[config.mk]
export PLATFORM = sky130hd
export DESIGN_NAME = oram_access_scheduler
export DESIGN_NICKNAME = d
export VERILOG_FILES = /design/src/rtl/oram_access_scheduler.sv
export SDC_FILE = /design/constraint.sdc
export NUM_CORES = 1
export LEC_CHECK = 0
export BUFFER_PORTS_ARGS = -buffer_cell sky130_fd_sc_hd__buf_2
export CORE_AREA = 2 2 167 169
export DETAILED_ROUTE_END_ITERATION = 8
export DIE_AREA = 0 0 169 171
export GPL_ROUTABILITY_DRIVEN = 1
export SLEW_MARGIN = 20
export SYNTH_ARGS = -nofsm -noshare
export SYNTH_HDL_FRONTEND = slang
export SYNTH_SLANG_ARGS = --single-unit
[constraint.sdc]
create_clock -name Clock -period 2.6 [get_ports Clock]
set_input_delay 0.13 -clock Clock [delete_from_list [all_inputs] [get_ports Clock]]
set_output_delay 0.13 -clock Clock [all_outputs]
set_load 0.1 [all_outputs]
[src/rtl/oram_access_scheduler.sv]
`default_nettype none
// ============================================================================
// Module      : oram_access_scheduler
// Description : Rate-enforcing command scheduler between the ORAM frontend
//               and PathORAMBackend. With ORAM_RATE_LIMIT_EN defined, one
//               backend access is issued per programmable interval. A pending
//               frontend command is forwarded; otherwise a dummy Read to an
//               LFSR-chosen leaf is issued. Load data returned for dummy
//               accesses is swallowed. Without ORAM_RATE_LIMIT_EN, commands
//               are forwarded on demand and load data passes straight through.
// Revision    : 1.0 - initial release
// ============================================================================
module oram_access_scheduler #(
    parameter int          ORAMU         = 32,
    parameter int          ORAML         = 10,
    parameter int          FEDWidth      = 64,
    parameter int          BlkChunks     = 8,
    parameter int          IntervalWidth = 16,
    parameter int          TagDepth      = 4,
    parameter logic [31:0] LFSRSeed      = 32'hACE1_0001
) (
    input  logic                     Clock,
    input  logic                     Reset,
    input  logic [IntervalWidth-1:0] Interval,

    input  logic [1:0]               FE_Command,
    input  logic [ORAMU-1:0]         FE_PAddr,
    input  logic [ORAML-1:0]         FE_CurrentLeaf,
    input  logic [ORAML-1:0]         FE_RemappedLeaf,
    input  logic                     FE_CommandValid,
    output logic                     FE_CommandReady,

    input  logic [FEDWidth-1:0]      FE_StoreData,
    input  logic                     FE_StoreValid,
    output logic                     FE_StoreReady,

    output logic [FEDWidth-1:0]      FE_LoadData,
    output logic                     FE_LoadValid,
    input  logic                     FE_LoadReady,

    output logic [1:0]               BE_Command,
    output logic [ORAMU-1:0]         BE_PAddr,
    output logic [ORAML-1:0]         BE_CurrentLeaf,
    output logic [ORAML-1:0]         BE_RemappedLeaf,
    output logic                     BE_CommandValid,
    input  logic                     BE_CommandReady,

    output logic [FEDWidth-1:0]      BE_StoreData,
    output logic                     BE_StoreValid,
    input  logic                     BE_StoreReady,

    input  logic [FEDWidth-1:0]      BE_LoadData,
    input  logic                     BE_LoadValid,
    output logic                     BE_LoadReady,

    output logic [31:0]              DummyCount
);

    localparam logic [1:0] c_CmdRead    = 2'd2;
    localparam logic [1:0] c_CmdReadRmv = 2'd3;
    localparam int         c_ChunkW     = (BlkChunks > 1) ? $clog2(BlkChunks) : 1;
    localparam logic [c_ChunkW-1:0] c_LastChunk = c_ChunkW'(BlkChunks - 1);

    typedef enum logic [1:0] {
        ST_WAIT  = 2'd0,
        ST_ISSUE = 2'd1,
        ST_STORE = 2'd2
    } state_t;

    state_t               r_state;
    state_t               w_nextState;

    logic [1:0]           r_cmd;
    logic [ORAMU-1:0]     r_paddr;
    logic [ORAML-1:0]     r_curLeaf;
    logic [ORAML-1:0]     r_remLeaf;
    logic                 r_isDummy;
    logic [c_ChunkW-1:0]  r_storeCnt;

    logic                 w_issueFire;
    logic                 w_storeFire;
    logic                 w_storeLast;
    logic                 w_isLoadCmd;
    logic                 w_decide;
    logic                 w_takeReal;

    assign w_issueFire = (r_state == ST_ISSUE) && BE_CommandReady;
    assign w_storeFire = (r_state == ST_STORE) && FE_StoreValid && BE_StoreReady;
    assign w_storeLast = w_storeFire && (r_storeCnt == c_LastChunk);
    assign w_isLoadCmd = (r_cmd == c_CmdRead) || (r_cmd == c_CmdReadRmv);

`ifdef ORAM_RATE_LIMIT_EN
    localparam int                c_TagAW        = $clog2(TagDepth);
    localparam logic [c_TagAW:0]  c_TagFullCount = TagDepth[c_TagAW:0];

    logic [IntervalWidth-1:0] r_timer;
    logic [IntervalWidth-1:0] w_timerMax;
    logic                     w_timerSat;
    logic [31:0]              r_lfsr;
    logic [31:0]              w_lfsrNext;
    logic [31:0]              r_dummyCount;
    logic                     r_tagMem [TagDepth];
    logic [c_TagAW-1:0]       r_tagRd;
    logic [c_TagAW-1:0]       r_tagWr;
    logic [c_TagAW:0]         r_tagCount;
    logic [c_ChunkW-1:0]      r_loadCnt;
    logic                     w_tagEmpty;
    logic                     w_tagFull;
    logic                     w_headDummy;
    logic                     w_tagPush;
    logic                     w_tagPop;
    logic                     w_loadFire;

    // An interval of zero behaves like one: the timer is saturated at zero.
    assign w_timerMax  = (Interval == '0) ? '0 : (Interval - IntervalWidth'(1));
    assign w_timerSat  = (r_timer >= w_timerMax);
    assign w_tagEmpty  = (r_tagCount == '0);
    assign w_tagFull   = (r_tagCount == c_TagFullCount);
    assign w_headDummy = !w_tagEmpty && r_tagMem[r_tagRd];
    // Only decide while a load tag slot is free, so a full FIFO holds WAIT.
    assign w_decide    = (r_state == ST_WAIT) && w_timerSat && !w_tagFull;
    assign w_takeReal  = w_decide && FE_CommandValid;
    // Galois LFSR, x^32 + x^22 + x^2 + x + 1, shifting right.
    assign w_lfsrNext  = r_lfsr[0] ? ((r_lfsr >> 1) ^ 32'h8020_0003) : (r_lfsr >> 1);
    assign w_loadFire  = !w_tagEmpty && BE_LoadValid && BE_LoadReady;
    assign w_tagPop    = w_loadFire && (r_loadCnt == c_LastChunk);
    assign w_tagPush   = w_issueFire && w_isLoadCmd;
    assign DummyCount  = r_dummyCount;

    // Interval timer: counts up while not issuing, clears on every issue handshake.
    always_ff @(posedge Clock) begin
        if (Reset) begin
            r_timer <= '0;
        end else if (w_issueFire) begin
            r_timer <= '0;
        end else if ((r_state != ST_ISSUE) && !w_timerSat) begin
            r_timer <= r_timer + IntervalWidth'(1);
        end
    end

    // Dummy leaf generator and dummy counter advance once per dummy handshake.
    always_ff @(posedge Clock) begin
        if (Reset) begin
            r_lfsr       <= LFSRSeed;
            r_dummyCount <= '0;
        end else if (w_issueFire && r_isDummy) begin
            r_lfsr       <= w_lfsrNext;
            r_dummyCount <= r_dummyCount + 32'd1;
        end
    end

    // Tag storage: one bit per outstanding load, set when the access was a dummy.
    always_ff @(posedge Clock) begin
        if (w_tagPush) begin
            r_tagMem[r_tagWr] <= r_isDummy;
        end
    end

    // Tag FIFO pointers and occupancy; push and pop may coincide.
    always_ff @(posedge Clock) begin
        if (Reset) begin
            r_tagRd    <= '0;
            r_tagWr    <= '0;
            r_tagCount <= '0;
        end else begin
            if (w_tagPush) begin
                r_tagWr <= r_tagWr + 1'b1;
            end
            if (w_tagPop) begin
                r_tagRd <= r_tagRd + 1'b1;
            end
            case ({w_tagPush, w_tagPop})
                2'b10:   r_tagCount <= r_tagCount + 1'b1;
                2'b01:   r_tagCount <= r_tagCount - 1'b1;
                default: r_tagCount <= r_tagCount;
            endcase
        end
    end

    // Load chunk counter: retires the head tag after a full block of chunks.
    always_ff @(posedge Clock) begin
        if (Reset) begin
            r_loadCnt <= '0;
        end else if (w_loadFire) begin
            r_loadCnt <= (r_loadCnt == c_LastChunk) ? '0 : (r_loadCnt + 1'b1);
        end
    end

    // Load routing: real blocks go to the frontend, dummy blocks are drained here.
    always_comb begin
        FE_LoadValid = 1'b0;
        FE_LoadData  = '0;
        BE_LoadReady = 1'b0;
        if (!w_tagEmpty) begin
            if (w_headDummy) begin
                BE_LoadReady = 1'b1;
            end else begin
                FE_LoadValid = BE_LoadValid;
                FE_LoadData  = BE_LoadData;
                BE_LoadReady = FE_LoadReady;
            end
        end
    end
`else
    logic w_unusedRateCfg;

    assign w_unusedRateCfg = ^{Interval, LFSRSeed, 32'(TagDepth)};
    assign w_decide        = (r_state == ST_WAIT) && FE_CommandValid;
    assign w_takeReal      = w_decide;
    assign DummyCount      = '0;

    // Load routing: every returned block belongs to the frontend.
    always_comb begin
        FE_LoadValid = BE_LoadValid;
        FE_LoadData  = BE_LoadData;
        BE_LoadReady = FE_LoadReady;
    end
`endif

    // Command latch: captured at the issue decision, held through ISSUE.
    always_ff @(posedge Clock) begin
        if (Reset) begin
            r_cmd     <= '0;
            r_paddr   <= '0;
            r_curLeaf <= '0;
            r_remLeaf <= '0;
            r_isDummy <= 1'b0;
        end else if (w_decide) begin
            if (w_takeReal) begin
                r_cmd     <= FE_Command;
                r_paddr   <= FE_PAddr;
                r_curLeaf <= FE_CurrentLeaf;
                r_remLeaf <= FE_RemappedLeaf;
                r_isDummy <= 1'b0;
            end
`ifdef ORAM_RATE_LIMIT_EN
            else begin
                r_cmd     <= c_CmdRead;
                r_paddr   <= '1;
                r_curLeaf <= r_lfsr[ORAML-1:0];
                r_remLeaf <= r_lfsr[2*ORAML-1:ORAML];
                r_isDummy <= 1'b1;
            end
`endif
        end
    end

    // Store chunk counter: counts handshakes of the block being written.
    always_ff @(posedge Clock) begin
        if (Reset) begin
            r_storeCnt <= '0;
        end else if (w_storeFire) begin
            r_storeCnt <= w_storeLast ? '0 : (r_storeCnt + 1'b1);
        end
    end

    // FSM state register.
    always_ff @(posedge Clock) begin
        if (Reset) begin
            r_state <= ST_WAIT;
        end else begin
            r_state <= w_nextState;
        end
    end

    // FSM next state plus backend command and store channel outputs.
    always_comb begin
        w_nextState     = r_state;
        BE_Command      = r_cmd;
        BE_PAddr        = r_paddr;
        BE_CurrentLeaf  = r_curLeaf;
        BE_RemappedLeaf = r_remLeaf;
        BE_CommandValid = 1'b0;
        FE_CommandReady = 1'b0;
        BE_StoreData    = '0;
        BE_StoreValid   = 1'b0;
        FE_StoreReady   = 1'b0;
        case (r_state)
            ST_WAIT: begin
                if (w_decide) begin
                    w_nextState = ST_ISSUE;
                end
            end
            ST_ISSUE: begin
                BE_CommandValid = 1'b1;
                FE_CommandReady = BE_CommandReady && !r_isDummy;
                if (BE_CommandReady) begin
                    w_nextState = w_isLoadCmd ? ST_WAIT : ST_STORE;
                end
            end
            ST_STORE: begin
                BE_StoreData  = FE_StoreData;
                BE_StoreValid = FE_StoreValid;
                FE_StoreReady = BE_StoreReady;
                if (w_storeLast) begin
                    w_nextState = ST_WAIT;
                end
            end
            default: begin
                w_nextState = ST_WAIT;
            end
        endcase
    end

endmodule
`default_nettype wire

==> run_results.csv <==
group,metric,value,unit
logic_synthesis,synth-xor-area-share,0,%
placement,place.gp.congestion,0.806,
logic_synthesis,synth_top_family_by_area,"simple AND/OR/NAND/NOR gates",
cells_and_area,multiInputGateArea,1940,sq um
cells_and_area,seqCellArea,1180,sq um
drt,postRouteAntennaNets,0,
timing,hold_viol_final,0,
placement,io_buffers,245,
timing,slew_violations,0,
logic_synthesis,syn_area,3970,sq um
clocking,clock_latency,0.33,ns
global_routing,antenna_found_initial,4,
placement,hpwl,13300,um
cells_and_area,area_delta_synth_final,29.9,%
cells_and_area,nets,812,
floorplanning,start_util,14.5,%
timing,setup_viol,0,
drt,via_count,3301,
floorplanning,die-area,28900,sq um
setup_path,criticalPathCategory,"reg2out",
global_routing,track_usage,10.2,%
logic_synthesis,synth_compound_area_share,0.442,%
clocking,postCtsSetupBuffers,0,
drt,drtIter0Drc,121,
logic_synthesis,syn_inst,433,
drt,wire_per_inst,16.3,um
drt,vias_per_cell,3.45,
clocking,cts_hold_buffers,0,
clocking,clkSinkCount,59,
flow_run,cap_violations,0,
timing,max_freq,0.477,GHz
setup_path,cp_slowest_cell,"dfxtp_1",
setup_path,critPathMaxStageDelay,0.43,ns
power,p_leak,2.65,nW
global_routing,grt_pass1_wl,20600,um
logic_synthesis,yosys_register_bits,59,
logic_synthesis,seq_area_frac_synth,29.8,%
timing,min_period,2.10,ns
timing,setup_tns,0,ns
global_routing,grt.overflow.total,0,
setup_path,crit_path_max_fanout,54,
status,status,"finished, final reports clean",
global_routing,grt_start_max_net_pins,56,
floorplanning,fp.dieH,171,um
setup_path,cp_num_buf_inv,2,
clocking,cts_tree,"built",
drt,drc,0,
clocking,htree_levels,3,
global_routing,grt_pass1_vias,3027,
logic_synthesis,synth-simple-area-share,30.1,%
clocking,clk_pin_slew,0.06,ns
clocking,clock_path_buffers,2,
setup_path,cp.required,2.47,ns
clocking,numCtsBuffers,9,
logic_synthesis,synthMuxAreaShare,14.5,%
power,power_density,676,nW/um^2
cells_and_area,final_cell_mix,"buf_2 (245), nand2b_1 (111), and2_1 (66)",
timing,fin_ws,0.502,ns
logic_synthesis,ys_warn_count,0,
setup_path,critPathTopFamily,"buffers and inverters",
timing,rsz0062_at_grt,"false",
drt,wirelength,15600,um
clocking,clockRootBuffer,"clkbuf_16",
floorplanning,die_w,169,um
timing,skew,0.00908,ns
timing,worstMarginPinSlew,0.687,ns
setup_path,crit_chain,"nor2b_4 -> buf_12 -> and2_1 -> buf_2",
drt,drt-pass1-iter-count,4,
setup_path,worstPathArrival,1.97,ns
logic_synthesis,syn_area_per_cell,9.16,sq um
floorplanning,num_rows,61,
setup_path,end_kind,"primary output",
hold_path,hold_path_class,"in2reg",
setup_path,critPathLaunchType,"flop",
cells_and_area,fillers,3100,
clocking,cts.repair.resized,0,
floorplanning,ios,426,
logic_synthesis,synthAdderAreaFrac,0.631,%
logic_synthesis,synthDistinctLibCells,27,
power,ir_drop,0.261,mV
cells_and_area,mostFrequentLayoutCell,"buf_2",
timing,slew_headroom,54.2,%
floorplanning,core_area,27300,sq um
timing,fin_crit_sh,80.7,%
placement,pre_cts_slack,0.841,ns
cells_and_area,drive_gt1_share,44.6,%
-- worst register-to-register path: cells and delay by family, from the launching register on --
family / cells / cell delay (ns)
and+or+nand+nor: 1 / 0.56
DFF: 1 / 0.39
buffers and inverters: 1 / 0.30
muxes: 1 / 0.25
-- state kept, by name, summed over array words and instances (netlist names) --
signal and flops:
r_storeCnt 3, BE_Command 2, r_state 2, BE_RemappedLeaf 10, BE_CurrentLeaf 10, BE_PAddr 32
-- routing by layer --
layer / vias up / track usage [%] / routed length [um]
met3: 35 / 6.62 / 2320
met1: 1476 / 11.7 / 6150
met5: - / 0 / 13
met2: 217 / 14.9 / 6630
met4: 2 / 4.24 / 465
li1: 1571 / - / -
-- synth_stat cells --
cell type / number / area, sq um
ha_1: 2 / 25.0
nor2b_1: 1 / 6.26
nand3_1: 1 / 5.00
and3b_2: 1 / 10.0
inv_1: 1 / 3.75
clkbuf_2: 3 / 15.0
clkbuf_1: 8 / 30.0
buf_12: 5 / 100
buf_4: 98 / 736
and4b_2: 1 / 11.3
buf_2: 3 / 15.0
conb_1: 1 / 3.75
nor3_1: 1 / 5.00
mux2i_1: 56 / 561
nand2b_1: 111 / 694
dfxtp_1: 59 / 1180
nor3b_2: 1 / 12.5
nor3b_1: 1 / 7.51
nor2b_2: 1 / 8.76
nor2_1: 1 / 3.75
a32o_1: 1 / 10.0
o21a_1: 1 / 7.51
mux2_4: 1 / 15.0
and2b_2: 1 / 8.76
or3b_1: 1 / 8.76
and2_1: 66 / 413
buf_6: 6 / 67.6
-- stage by stage --
| stage | utilization [%] | std cells | hold slack [ns] | area [sq um] | power, mW |
|---|---|---|---|---|---|
| after floorplan | - | 464 | 0.285 | 4080 | 2.69 |
| after global placement | 17.9 | 939 | 0.261 | 4880 | 2.41 |
| after detailed placement | 17.9 | 939 | 0.261 | 4880 | 2.41 |
| after CTS | 18.8 | 954 | 0.0282 | 5140 | 3.56 |
| after global routing | 18.8 | 954 | 0.0468 | 5140 | 3.65 |
| final | 18.8 | 958 | 0.0522 | 5150 | 3.48 |
-- where the power goes --
group / total (mW) / internal, mW / switching [mW]
Sequential: 1.01 / 0.973 / 0.0400
Combinational: 1.37 / 0.263 / 1.11
Clock: 1.10 / 0.661 / 0.436
-- kinds of logic after synthesis --
group / after synthesis
AOI/OAI and AO/OA: 2
and+or+nand+nor: 188
DFF: 59
adders and majority gates: 2
muxes: 57
other: 1
buffers and inverters: 124
-- final cells by class --
cell class | instances | area share [%]
multi-input cells | 281 | 37.8
repair buffers | 252 | 25.6
flip-flops and latches | 59 | 22.9
well taps | 346 | 8.41
clock buffers | 12 | 4.79
clock inverters | 3 | 0.292
diodes | 4 | 0.194
inverters | 1 | 0.0729
-- worst paths after layout --
| check | start | cells past startpoint | slack (ns) | endpoint |
|---|---|---|---|---|
| max | r_state[1] | 4 | 0.50 | BE_StoreData[3] |
| min | FE_PAddr[1] | 3 | 0.05 | BE_PAddr[1] |
| max reg2reg | r_state[0] | 3 | 1.02 | BE_CurrentLeaf[5] |
| min reg2reg | BE_PAddr[30] | 2 | 0.47 | BE_PAddr[30] |
(Power assumes the default switching activity.)
